<file path="config.mk">
export PLATFORM = sky130hd
export DESIGN_NAME = cc_bank_req_ctrl
export DESIGN_NICKNAME = d
export VERILOG_FILES = /design/src/rtl/cc_bank_req_ctrl.sv
export SDC_FILE = /design/constraint.sdc
export NUM_CORES = 1
export LEC_CHECK = 0
export CAP_MARGIN = 25
export CORE_ASPECT_RATIO = 0.8
export CORE_UTILIZATION = 55
export CTS_BUF_LIST = sky130_fd_sc_hd__clkbuf_8
export CTS_CLUSTER_DIAMETER = 200
export DETAILED_ROUTE_END_ITERATION = 8
export PLACE_DENSITY = 0.89
export SYNTH_ARGS = -nofsm -noshare
export SYNTH_HDL_FRONTEND = slang
export SYNTH_SLANG_ARGS = --single-unit
</file>
<file path="constraint.sdc">
create_clock -name clock -period 4.3 [get_ports clock]
set_input_delay 0.86 -clock clock [delete_from_list [all_inputs] [get_ports clock]]
set_output_delay 0.86 -clock clock [all_outputs]
set_load 0.02 [all_outputs]
</file>
<file path="src/rtl/cc_bank_req_ctrl.sv">
`timescale 1ns/1ps
// cc_bank_req_ctrl
//   Request controller in front of one single-port cache-bank SRAM macro
//   (1-cycle synchronous read, no write mask). Accepts reads/writes over
//   valid/ready and drives the SRAM port. Byte-masked writes are done as a
//   read-modify-write. Read data comes back through a 2-entry fall-through
//   response FIFO with full backpressure.
//
//   Ports:
//     clock, reset_n            clock (shared with SRAM), async active-low reset
//     req_valid/req_ready       request handshake
//     req_write/addr/wdata/mask request fields (mask used by writes only)
//     resp_valid/ready/rdata    read response stream, in request order
//     sram_addr/en/wmode/wdata  SRAM RW0 port drive (combinational)
//     sram_rdata                SRAM RW0 read data, valid the cycle after a read
//     perf_reads/writes/rmw     32b wrapping event counters (CC_BANK_PERF_EN only)
//
//   Build option: define CC_BANK_PERF_EN to add the perf_* counters and ports.
module cc_bank_req_ctrl #(
  parameter  int unsigned ADDR_W = 14,
  parameter  int unsigned DATA_W = 64,
  localparam int unsigned MASK_W = DATA_W / 8
) (
  input  logic              clock,
  input  logic              reset_n,
  input  logic              req_valid,
  output logic              req_ready,
  input  logic              req_write,
  input  logic [ADDR_W-1:0] req_addr,
  input  logic [DATA_W-1:0] req_wdata,
  input  logic [MASK_W-1:0] req_mask,
  output logic              resp_valid,
  input  logic              resp_ready,
  output logic [DATA_W-1:0] resp_rdata,
  output logic [ADDR_W-1:0] sram_addr,
  output logic              sram_en,
  output logic              sram_wmode,
  output logic [DATA_W-1:0] sram_wdata,
`ifdef CC_BANK_PERF_EN
  output logic [31:0]       perf_reads,
  output logic [31:0]       perf_writes,
  output logic [31:0]       perf_rmw,
`endif
  input  logic [DATA_W-1:0] sram_rdata
);

  typedef enum logic {IDLE, RMW_WR} state_t;

  state_t            state_q, state_d;
  logic [ADDR_W-1:0] addr_q;
  logic [DATA_W-1:0] wdata_q;
  logic [MASK_W-1:0] mask_q;
  logic              rd_inflight_q;
  logic [DATA_W-1:0] fifo_q [2];
  logic              head_q;
  logic [1:0]        fifo_cnt_q, fifo_cnt_d;

  logic              accept, acc_read, acc_full, acc_part;
  logic              push, pop;
  logic [1:0]        credits_used;
  logic [DATA_W-1:0] bytemask;

  // An in-flight read holds a FIFO slot, so a push can never find the FIFO full.
  assign credits_used = fifo_cnt_q + {1'b0, rd_inflight_q};
  assign req_ready    = reset_n && (state_q == IDLE) && (credits_used < 2'd2);

  assign accept   = req_valid && req_ready;
  assign acc_read = accept && !req_write;
  assign acc_full = accept && req_write && (req_mask == '1);
  assign acc_part = accept && req_write && (req_mask != '1) && (req_mask != '0);

  always_comb begin
    bytemask = '0;
    for (int unsigned i = 0; i < MASK_W; i++) begin
      bytemask[i*8 +: 8] = {8{mask_q[i]}};
    end
  end

  always_comb begin
    sram_en    = 1'b0;
    sram_wmode = 1'b0;
    sram_addr  = '0;
    sram_wdata = '0;
    state_d    = state_q;
    if (state_q == RMW_WR) begin
      sram_en    = 1'b1;
      sram_wmode = 1'b1;
      sram_addr  = addr_q;
      sram_wdata = (sram_rdata & ~bytemask) | (wdata_q & bytemask);
      state_d    = IDLE;
    end else if (acc_read || acc_part) begin
      sram_en   = 1'b1;
      sram_addr = req_addr;
      if (acc_part) state_d = RMW_WR;
    end else if (acc_full) begin
      sram_en    = 1'b1;
      sram_wmode = 1'b1;
      sram_addr  = req_addr;
      sram_wdata = req_wdata;
    end
  end

  always_ff @(posedge clock or negedge reset_n) begin
    if (!reset_n) begin
      state_q <= IDLE;
      addr_q  <= '0;
      wdata_q <= '0;
      mask_q  <= '0;
    end else begin
      state_q <= state_d;
      if (acc_part) begin
        addr_q  <= req_addr;
        wdata_q <= req_wdata;
        mask_q  <= req_mask;
      end
    end
  end

  // Fall-through FIFO: the returning SRAM word is visible at the head in the
  // same cycle it is pushed; if popped straight away it is never stored.
  assign push       = rd_inflight_q;
  assign resp_valid = (fifo_cnt_q != 2'd0) || push;
  assign pop        = resp_valid && resp_ready;
  assign resp_rdata = (fifo_cnt_q != 2'd0) ? fifo_q[head_q] :
                      (push ? sram_rdata : '0);
  assign fifo_cnt_d = fifo_cnt_q + {1'b0, push} - {1'b0, pop};

  always_ff @(posedge clock or negedge reset_n) begin
    if (!reset_n) begin
      rd_inflight_q <= 1'b0;
      fifo_q[0]     <= '0;
      fifo_q[1]     <= '0;
      head_q        <= 1'b0;
      fifo_cnt_q    <= 2'd0;
    end else begin
      rd_inflight_q <= acc_read;
      if (push && !(pop && fifo_cnt_q == 2'd0)) begin
        fifo_q[head_q ^ fifo_cnt_q[0]] <= sram_rdata;
      end
      if (pop && fifo_cnt_q != 2'd0) head_q <= ~head_q;
      fifo_cnt_q <= fifo_cnt_d;
    end
  end

`ifdef CC_BANK_PERF_EN
  logic [31:0] perf_reads_q, perf_writes_q, perf_rmw_q;

  always_ff @(posedge clock or negedge reset_n) begin
    if (!reset_n) begin
      perf_reads_q  <= '0;
      perf_writes_q <= '0;
      perf_rmw_q    <= '0;
    end else begin
      if (acc_read)             perf_reads_q  <= perf_reads_q + 32'd1;
      if (acc_full || acc_part) perf_writes_q <= perf_writes_q + 32'd1;
      if (acc_part)             perf_rmw_q    <= perf_rmw_q + 32'd1;
    end
  end

  assign perf_reads  = perf_reads_q;
  assign perf_writes = perf_writes_q;
  assign perf_rmw    = perf_rmw_q;
`endif

endmodule

</file>
==> out/results.tsv, run 1 <==
stage	metric	value	unit
outcome	status	completed	
setup_path	Slowest-stage cell, CP	clkdlybuf4s50_1	
timing	final setup TNS	0	ns
setup_path	reg-to-reg slack, setup	1.47	ns
yosys	Synth top cells by count	dfrtp_1, mux2_2, mux2i_1	
setup_path	r2r worst-path depth	7	
yosys	EDFF count, synth	0	
layout	fin nets	1402	
power	P per Cell Area	648.9	nW/um^2
placed_design	placed cell areas	14560	um^2
setup_path	largest fanout on the critical path	36	
floorplan	starting density of the core	56.63	%
clocking	worst-skew pair later-pin latency	0.52	ns
setup_path	reg2reg start	fifo_cnt_q[0]$_DFF_PN0_	
layout	Final Non-Filler Cells	1533	
yosys	mux cell area share after synthesis	33.68	%
worst_hold_path	Hold/Removal Path Class	in -> async	
timing	Fin. Hold Viols	0	
timing	setup ws final	0.2637	ns
global_routing	first-pass GRT wire length	47.96	mm
placed_design	DP Cell Count	1466	
setup_path	ordered list of cells on the worst path	clkdlybuf4s50_1 -> nand4_1 -> nor2_1 -> a41oi_4 -> buf_4 -> a211oi_1 -> clkdlybuf4s50_1	
yosys	most used flip-flop cell after synthesis	dfrtp_1	
route	via count	8856	
yosys	Post-Synth Adder-Cell Area	0.2206	%
layout	fin area	15340	um^2
setup_path	most frequent CP cell	clkdlybuf4s50_1	
setup_path	Crit Path Category	in -> out	
timing	Tcrit/Tclk final	93.87	%
clocking	Clock transition at path regs	0.07	ns
route	wire length per cell	19.96	um
global_routing	global-route usage over all layers	28.91	%
setup_path	CP top delay family	buffers and inverters	
yosys	Distinct cells, synth	30	
route	DR pass1 iterations	4	
clocking	TritonCTS Sinks	219	
layout	layout cells sized above 1	21.06	%
placed_design	Setup WS pre-CTS	0.2369	ns
timing	crit path time final	4.036	ns
placed_design	IO Port Bufs	300	
yosys	Post-Syn Nets	1121	
setup_path	Worst Setup EP	sram_wdata[59]	
yosys	cell count after synthesis	964	
clocking	CTS Buffer Depth	3	
power	internal power	6294	uW
route	# DRC	0	
timing	Slew headroom	35.61	%
floorplan	I/O Pins	301	
setup_path	Crit. End Element	output port	
power	Sw Share	36.76	%
yosys	post-synth top area share	48.32	%
setup_path	Crit Reg-Reg Endpoint	wdata_q[36]$_DFFE_PN0P_	
timing	Setup violations, final	0	
route	DR iter-0 viols	451	
yosys	Synth Area in XOR/XNOR	0.2978	%
power	combinational cell fraction of total power	43.9	%
floorplan	Vert. Die Dim	130.4	um
yosys	asr flop ratio synth	100.0	%
clocking	CTS tree	yes	
yosys	Area contributors post-synth	dfrtp_1, mux2_2, mux2i_1	
job	Max Cap Violations	0	
timing	final hold slack	0.2459	ns
yosys	synth warn	0	
power	worst IR drop on VDD	0.3118	mV
yosys	average size of a mapped cell	11.77	um^2
yosys	mapped cell area	11340	um^2
layout	Layout area overhead	35.21	%
route	Routed WL	30.59	mm
route	DR vias/cell	5.777	
global_routing	initial antenna violation count	0	
clocking	total CTS buffers	38	
clocking	clock root buffer	clkbuf_8	
yosys	largest area contributor in the netlist	dfrtp_1	
yosys	post-synthesis compound-gate area fraction	7.557	%
placed_design	routability cong.	0.8222	
setup_path	CP max stage delay	0.65	ns
timing	clock skew	0.02466	ns
power	switching power	3658	uW
yosys	Simple-Gate Fraction of Synth Area	6.409	%
setup_path	cell depth of the worst setup path	7	
placed_design	Final HPWL DP	20.24	mm
layout	Reg area	5489	um^2
floorplan	Die Wd	162.6	um
yosys	main combinational cell family by area after synthesis	multiplexers	
power	part of the power in registers	38.4	%
timing	unrepaired setup endpoints after global routing	false	
timing	fmax	0.2478	GHz
layout	area of the multi-input gates	5519	um^2
route	ANT nets after route	0	
global_routing	largest net degree at the start of global routing	129	
power	Pleak	0.006636	uW
setup_path	Required @ worst endpoint	3.44	ns
yosys	sequential area share after synthesis	48.32	%
floorplan	Die Area	21200	um^2
timing	Slew Limit Fails	0	
clocking	H-tree depth	2	
global_routing	GRT Residual Overflow	0	
setup_path	critical path startpoint	req_mask[0]	
global_routing	vias in the first global route	9150	
setup_path	CP Buf/Inv Count	3	
timing	Tightest Pin Transition	0.9659	ns
power	clock power share	17.7	%
setup_path	Critical Path AT	3.18	ns
layout	fill cell count	1289	
floorplan	total core area	20030	um^2
setup_path	Setup crit start kind	primary input	
yosys	count leader, synth	dfrtp_1	
yosys	synthesis-stage register bit count	219	
floorplan	Row Count	46	
registers in the layout, summed over array words and instances (netlist names):
name / flops
fifo_cnt_q: 2
addr_q: 14
fifo_q: 128
head_q: 1
push: 1
state_q: 1
mask_q: 8
wdata_q: 64
worst register-to-register path: cells and delay by family, from the launching register on:
family	cells	cell delay, ns
mux	1	0.47
buf+inv	2	0.77
flops	1	0.48
fa+ha+maj	1	0.28
simple gates	2	0.45
xor+xnor	1	0.25
logic make-up after synthesis:
group / after synthesis
compound gates: 136
xor+xnor: 3
fa+ha+maj: 2
buf+inv: 90
flops: 219
mux: 355
simple gates: 159
metal layers:
metal	track usage [%]	vias up	routed length [um]
met4	11.16	0	819
met3	7.134	62	1963
met1	37.02	4425	13110
met5	0	-	0
met2	47.84	263	14700
li1	-	4106	-
area by class of cell:
cell class	instances	share of cell area [%]
Tap cell	264	2.154
Timing Repair Buffer	323	21.31
Clock buffer	45	4.038
Inverter	8	0.1958
Multi-Input combinational cell	655	35.99
Antenna cell	1	0.01632
Sequential cell	219	35.79
Clock inverter	18	0.5058
worst min path at each step:
stage,from,to,slack [ns],cells after the start
finish,reset_n,fifo_q[120]$_DFFE_PN0P_,0.25,2
global route,reset_n,fifo_q[120]$_DFFE_PN0P_,0.24,2
CTS,addr_q[7]$_DFFE_PN0P_,addr_q[7]$_DFFE_PN0P_,0.49,1
detailed placement,addr_q[7]$_DFFE_PN0P_,addr_q[7]$_DFFE_PN0P_,0.47,1
global placement,addr_q[9]$_DFFE_PN0P_,addr_q[9]$_DFFE_PN0P_,0.47,1
floorplan,addr_q[0]$_DFFE_PN0P_,addr_q[0]$_DFFE_PN0P_,0.46,1
through the flow:
stage | utilization [%] | power [uW]
5_1_grt | 76.56 | 10520
6_report | 76.57 | 9952
3_3_place_gp | 72.71 | 8020
3_5_place_dp | 72.71 | 8193
4_1_cts | 76.19 | 9995
2_1_floorplan | - | 6334
power groups by stage:
stage / Combinational, uW / Clock [uW] / Sequential [uW]
6_report: 4370 / 1760 / 3820
5_1_grt: 4680 / 1890 / 3950
4_1_cts: 4390 / 1790 / 3810
3_5_place_dp: 4350 / 0 / 3840
3_3_place_gp: 4250 / 0 / 3770
2_1_floorplan: 2960 / 0 / 3380
layout by cell type (no fill, tap or decap):
cell             Yosys  final
ha_1                 2      2
nor2_1              80     79
dfrtp_1            219    216
or3_1                1      1
clkinvlp_4           0      2
buf_8                0      1
xnor2_1              2      2
nor4_1               2      2
buf_4                1     18
mux2_2             183    183
nor3b_1              1      1
diode_2              0      1
a41oi_2              0      1
dfrtp_4              0      2
o2bb2ai_1            1      1
nand3b_1             1      1
clkinv_2             0      2
a41oi_4              0      1
buf_12               0      3
mux2i_1            142    142
clkdlybuf4s50_1      0    295
clkbuf_8             0     45
buf_16               0      2
mux2_1              30     30
xnor2_2              1      1
o21ai_0             65     65
nor2_4               0      1
nor4b_4              1      1
nor3_1               1      1
a211oi_1            66     66
nand4_1              2      2
o21ai_4              0      2
dlymetal6s2s_1       0      4
nor2b_1              1      1
dfrtp_2              0      1
and2_1               2      2
inv_1                8     21
nand3_1             65     65
nand2_1              2      2
inv_2                0      1
timing repair:
action,4_1_cts,5_1_grt
resized for setup,0,5
hold buffers,0,0
endpoints found under the setup margin,0,39
setup buffers,0,1
Power figures use the tool's default switching activity.
==> run 2: changes to the inputs <==
--- a/config.mk
+++ b/config.mk
@@ -7,11 +7,11 @@
 export LEC_CHECK = 0
 export CAP_MARGIN = 25
 export CORE_ASPECT_RATIO = 0.8
-export CORE_UTILIZATION = 55
-export CTS_BUF_LIST = sky130_fd_sc_hd__clkbuf_8
+export CORE_UTILIZATION = 53
 export CTS_CLUSTER_DIAMETER = 200
 export DETAILED_ROUTE_END_ITERATION = 8
-export PLACE_DENSITY = 0.89
+export PLACE_DENSITY = 0.86
 export SYNTH_ARGS = -nofsm -noshare
 export SYNTH_HDL_FRONTEND = slang
 export SYNTH_SLANG_ARGS = --single-unit
+export TNS_END_PERCENT = 1
==> out/results.tsv, run 2 (synthesis results as in run 1) <==
stage	metric	value	unit
outcome	status	finished with violations	
outcome	failing checks	design-rule violations	
timing	Slew Limit Fails	0	
global_routing	global-route usage over all layers	27.10	%
layout	Layout area overhead	35.16	%
floorplan	Die Area	21990	um^2
layout	top flop regs	fifo_q: 128 flops, wdata_q: 64 flops, addr_q: 14 flops	
clocking	Post-CTS Setup Inserts	0	
timing	unrepaired setup endpoints after global routing	false	
placed_design	routability cong.	0.8157	
job	Max Cap Violations	0	
worst_hold_path	Hold/Removal Path Class	reg -> reg	
timing	clock skew	0.005702	ns
timing	final hold slack	0.4862	ns
placed_design	Setup WS pre-CTS	0.3189	ns
clocking	Clock transition at path regs	0.06	ns
floorplan	I/O Pins	301	
setup_path	CP max stage delay	0.65	ns
timing	Slew headroom	41.57	%
setup_path	Setup crit start kind	flip-flop	
route	ANT nets after route	0	
route	wire length per cell	19.73	um
power	combinational cell fraction of total power	43.9	%
floorplan	Vert. Die Dim	132.8	um
global_routing	vias in the first global route	8731	
global_routing	initial antenna violation count	1	
floorplan	total core area	20820	um^2
power	P per Cell Area	654.4	nW/um^2
layout	fill cell count	1437	
clocking	TritonCTS Sinks	219	
power	worst IR drop on VDD	0.3838	mV
route	via count	8688	
setup_path	Critical Path AT	3.17	ns
layout	number of flip-flops under the largest register name	128	
global_routing	largest net degree at the start of global routing	145	
layout	layout cells sized above 1	20.16	%
timing	Setup violations, final	0	
timing	Tcrit/Tclk final	93.66	%
floorplan	Row Count	47	
timing	setup ws final	0.2727	ns
layout	leading cell type in the layout, fill and taps excluded	clkdlybuf4s50_1	
route	DR iter-0 viols	522	
power	part of the power in registers	37.5	%
clocking	worst-skew pair later-pin latency	0.50	ns
clocking	CTS tree	yes	
setup_path	ordered list of cells on the worst path	ha_1 -> xnor2_2 -> nand3b_1 -> inv_1 -> a41oi_4 -> buf_4 -> a211oi_1 -> clkdlybuf4s50_1	
global_routing	GRT Residual Overflow	0	
floorplan	Die Wd	165.6	um
global_routing	first-pass GRT wire length	46.81	mm
power	switching power	3595	uW
placed_design	IO Port Bufs	300	
route	# DRC	40	
clocking	H-tree depth	1	
timing	crit path time final	4.027	ns
placed_design	Final HPWL DP	20.23	mm
timing	Fin. Hold Viols	0	
timing	final setup TNS	0	ns
power	clock power share	18.6	%
setup_path	Slowest-stage cell, CP	clkdlybuf4s50_1	
clocking	CTS Buffer Depth	3	
timing	Tightest Pin Transition	0.8765	ns
layout	fin nets	1385	
setup_path	Crit Path Category	reg -> out	
route	DR pass1 iterations	7	
clocking	# resized after CTS	0	
power	internal power	6437	uW
layout	most frequent cells in the layout	clkdlybuf4s50_1, dfrtp_1, mux2_2	
setup_path	Required @ worst endpoint	3.44	ns
clocking	clock root buffer	clkbuf_16	
setup_path	Crit. End Element	output port	
timing	fmax	0.2483	GHz
floorplan	starting density of the core	54.48	%
route	DR vias/cell	5.754	
clocking	CTS Hold Bufs	0	
power	Pleak	0.006504	uW
route	Routed WL	29.79	mm
layout	Most flops, register	fifo_q	
setup_path	largest fanout on the critical path	21	
power	Sw Share	35.83	%
setup_path	CP Buf/Inv Count	3	
clocking	total CTS buffers	23	
setup_path	CP top delay family	buffers and inverters	
-- run 2: cell types whose count changed in the layout (fill, tap and decap cells not counted) --
cell / before / now
clkinvlp_4: 2 / 0
clkbuf_1: 0 / 2
clkdlybuf4s50_1: 295 / 299
dlymetal6s2s_1: 4 / 0
inv_1: 21 / 8
clkbuf_16: 0 / 23
clkbuf_8: 45 / 7
clkinv_2: 2 / 5
buf_4: 18 / 15
inv_2: 1 / 0
buf_12: 3 / 5
buf_16: 2 / 1
-- run 2: worst paths after layout --
path | from | to | slack (ns) | cells after the start
max in group asynchronous | reset_n | wdata_q[39]$_DFFE_PN0P_ | 2.31 | 3
worst max-delay path | fifo_cnt_q[0]$_DFF_PN0_ | sram_wdata[60] | 0.27 | 8
worst min-delay path | addr_q[8]$_DFFE_PN0P_ | addr_q[8]$_DFFE_PN0P_ | 0.49 | 1
min in group asynchronous | reset_n | fifo_cnt_q[1]$_DFF_PN0_ | 0.56 | 2
worst min register to register | addr_q[8]$_DFFE_PN0P_ | addr_q[8]$_DFFE_PN0P_ | 0.49 | 1
worst max register to register | fifo_cnt_q[0]$_DFF_PN0_ | wdata_q[32]$_DFFE_PN0P_ | 1.57 | 6
-- run 2: through the flow --
stage	cells	util, %	area [um^2]	power [uW]
3_5_place_dp	1471	70.11	14600	8200
4_1_cts	1508	73.49	15300	10090
3_3_place_gp	1471	70.11	14600	8038
2_1_floorplan	964	-	11340	6334
5_1_grt	1510	73.64	15330	10600
6_report	1510	73.64	15330	10030
-- run 2: per-layer routing --
metal / wire length (um) / part of all wire [%] / track usage (%) / up-vias
met2: 13980 / 47 / 44.05 / 272
met1: 12750 / 43 / 36.21 / 4310
li1: - / - / - / 4058
met4: 740 / 2.5 / 7.273 / 0
met3: 2312 / 7.8 / 6.458 / 48
met5: 0 / 0 / 0 / -
-- run 2: area by class of cell --
| cell class | instances | area, um^2 | area share, % |
|---|---|---|---|
| Timing Repair Buffer | 321 | 3248 | 21.19 |
| Tap cell | 269 | 336.6 | 2.196 |
| Inverter | 8 | 30.03 | 0.1959 |
| Clock inverter | 5 | 25.02 | 0.1632 |
| Antenna cell | 1 | 2.502 | 0.01632 |
| Multi-Input combinational cell | 655 | 5519 | 36.00 |
| Clock buffer | 32 | 679.4 | 4.432 |
| Sequential cell | 219 | 5489 | 35.81 |
-- run 2: power by group through the flow --
| stage | Clock, uW | Combinational [uW] | Sequential [uW] |
|---|---|---|---|
| detailed placement | 0 | 4400 | 3800 |
| finish | 1860 | 4410 | 3760 |
| global placement | 0 | 4310 | 3730 |
| floorplan | 0 | 2960 | 3380 |
| CTS | 1890 | 4440 | 3770 |
| global route | 1980 | 4720 | 3900 |
==> run 3: changes to the inputs <==
--- a/config.mk
+++ b/config.mk
@@ -10,6 +10,7 @@
 export CORE_UTILIZATION = 53
 export CTS_CLUSTER_DIAMETER = 200
 export DETAILED_ROUTE_END_ITERATION = 8
+export GPL_TIMING_DRIVEN = 0
 export PLACE_DENSITY = 0.86
 export SYNTH_ARGS = -nofsm -noshare
 export SYNTH_HDL_FRONTEND = slang
==> out/results.tsv, run 3 (synthesis results as in run 1) <==
stage	metric	value	unit
outcome	status	finished with violations	
outcome	failing checks	design-rule violations	
setup_path	most frequent CP cell	clkbuf_1	
timing	Slew headroom	45.70	%
layout	fin nets	1449	
layout	Layout area overhead	37.23	%
clocking	clock root buffer	clkbuf_16	
route	DR pass1 iterations	7	
floorplan	Die Area	21990	um^2
floorplan	I/O Pins	301	
route	Routed WL	33.69	mm
global_routing	global-route usage over all layers	30.41	%
layout	top flop regs	fifo_q: 128 flops, wdata_q: 64 flops, addr_q: 14 flops	
placed_design	IO Port Bufs	300	
layout	fin area	15560	um^2
power	worst IR drop on VDD	0.4051	mV
setup_path	Critical Path AT	3.40	ns
global_routing	GRT Residual Overflow	0	
layout	layout cells sized above 1	20.34	%
setup_path	ordered list of cells on the worst path	nor2_1 -> clkbuf_2 -> clkbuf_1 -> clkbuf_1 -> nand3_1 -> o21ai_0 -> clkdlybuf4s50_1	
route	DR vias/cell	5.885	
job	Max Cap Violations	0	
setup_path	r2r worst-path depth	7	
timing	Slew Limit Fails	0	
power	P per Cell Area	660.4	nW/um^2
clocking	H-tree depth	1	
global_routing	first-pass GRT wire length	51.49	mm
timing	Setup violations, final	0	
layout	number of flip-flops under the largest register name	128	
setup_path	Setup crit start kind	flip-flop	
timing	setup ws final	0.03829	ns
route	via count	9293	
route	# DRC	40	
setup_path	reg-to-reg slack, setup	1.57	ns
route	DR iter-0 viols	649	
placed_design	Final HPWL DP	24.02	mm
setup_path	reg2reg start	fifo_cnt_q[0]$_DFF_PN0_	
worst_hold_path	Hold/Removal Path Class	in -> async	
clocking	CTS tree	yes	
power	Pleak	0.007155	uW
clocking	CTS Hold Bufs	0	
layout	Layout Utilization	74.77	%
timing	Fin. Hold Viols	0	
clocking	total CTS buffers	23	
floorplan	Die Wd	165.6	um
global_routing	largest net degree at the start of global routing	116	
setup_path	Crit. End Element	output port	
timing	clock skew	0.01640	ns
setup_path	Crit Path Category	reg -> out	
route	ANT nets after route	0	
layout	leading cell type in the layout, fill and taps excluded	clkdlybuf4s50_1	
setup_path	CP max stage delay	0.67	ns
placed_design	placed cell areas	14730	um^2
placed_design	routability cong.	0.8309	
timing	Tcrit/Tclk final	99.11	%
clocking	CTS Buffer Depth	3	
floorplan	Row Count	47	
floorplan	Vert. Die Dim	132.8	um
global_routing	initial antenna violation count	3	
timing	crit path time final	4.262	ns
global_routing	vias in the first global route	9433	
setup_path	critical path startpoint	fifo_cnt_q[1]$_DFF_PN0_	
timing	fmax	0.2346	GHz
clocking	Clock transition at path regs	0.06	ns
layout	most frequent cells in the layout	clkdlybuf4s50_1, dfrtp_1, mux2_2	
clocking	TritonCTS Sinks	219	
setup_path	largest fanout on the critical path	10	
timing	final hold slack	0.2609	ns
setup_path	Slowest-stage cell, CP	clkdlybuf4s50_1	
setup_path	Crit Reg-Reg Endpoint	wdata_q[52]$_DFFE_PN0P_	
floorplan	starting density of the core	54.48	%
timing	Tightest Pin Transition	0.8145	ns
layout	Most flops, register	fifo_q	
setup_path	Required @ worst endpoint	3.44	ns
route	wire length per cell	21.34	um
timing	unrepaired setup endpoints after global routing	true	
placed_design	Setup WS pre-CTS	-0.3576	ns
floorplan	total core area	20820	um^2
clocking	worst-skew pair later-pin latency	0.51	ns
-- run 3: cell types whose count changed in the layout (fill, tap and decap cells not counted), moves of 11 or more --
cell             previous run  this run
clkdlybuf4s50_1           299       250
buf_4                      15         2
dlymetal6s2s_1              0        24
clkbuf_1                    2        40
buf_1                       0        11
buf_2                       0        28
dlygate4sd2_1               0        25
-- run 3: power breakdown --
part / switching (uW) / total [uW] / leakage (uW) / internal (uW)
clock network: 831 / 2010 / 0.000371 / 1170
registers: 491 / 3520 / 0.00270 / 3020
logic: 2420 / 4760 / 0.00408 / 2340
-- run 3: critical path, delay by kind of cell (launching register included) --
kind,cells,cell delay (ns)
compound gates,1,0.15
buf+inv,4,1.95
flops,1,0.44
simple gates,2,0.35
-- run 3: layout make-up --
cell class / count / area (um^2)
inverters: 8 / 30.03
fillers: 1432 / 5253
clock buffers: 32 / 649.4
well taps: 269 / 336.6
flip-flops and latches: 219 / 5480
repair buffers: 303 / 3088
plain buffers: 82 / 374.1
diodes: 2 / 5.005
clock inverters: 9 / 101.3
multi-input cells: 655 / 5500
-- run 3: layer usage --
| metal | global-route usage (%) | wire [um] | up-vias | share of wire [%] |
|---|---|---|---|---|
| li1 | - | - | 4177 | - |
| met1 | 41.21 | 14340 | 4669 | 43 |
| met2 | 47.82 | 15540 | 367 | 46 |
| met3 | 6.332 | 2548 | 78 | 7.6 |
| met4 | 11.67 | 1245 | 2 | 3.7 |
| met5 | 0 | 17 | - | 0.050 |
-- run 3: how the worst max path moves through the flow --
| stage | slack, ns | to |
|---|---|---|
| floorplan | 1.20 | sram_wdata[27] |
| global placement | -9.80 | sram_addr[4] |
| detailed placement | -0.36 | sram_addr[4] |
| CTS | 0.001 | sram_wdata[16] |
| global route | -0.11 | sram_wdata[60] |
| finish | 0.04 | resp_rdata[53] |
-- run 3: repair_timing --
action                     in CTS  in global routing
pin swaps                       0                  1
hold endpoints to repair        0                  0
setup buffers                   0                  0
resized for setup              35                 25
setup endpoints to repair      83                 50
-- run 3: per-stage QoR --
stage,power (uW),std cells,setup TNS [ns]
2_1_floorplan,6334,964,0
3_3_place_gp,8080,1533,-2904.02
3_5_place_dp,8251,1536,-10.93
4_1_cts,10290,1577,0
5_1_grt,10780,1579,-0.6260
6_report,10280,1579,0
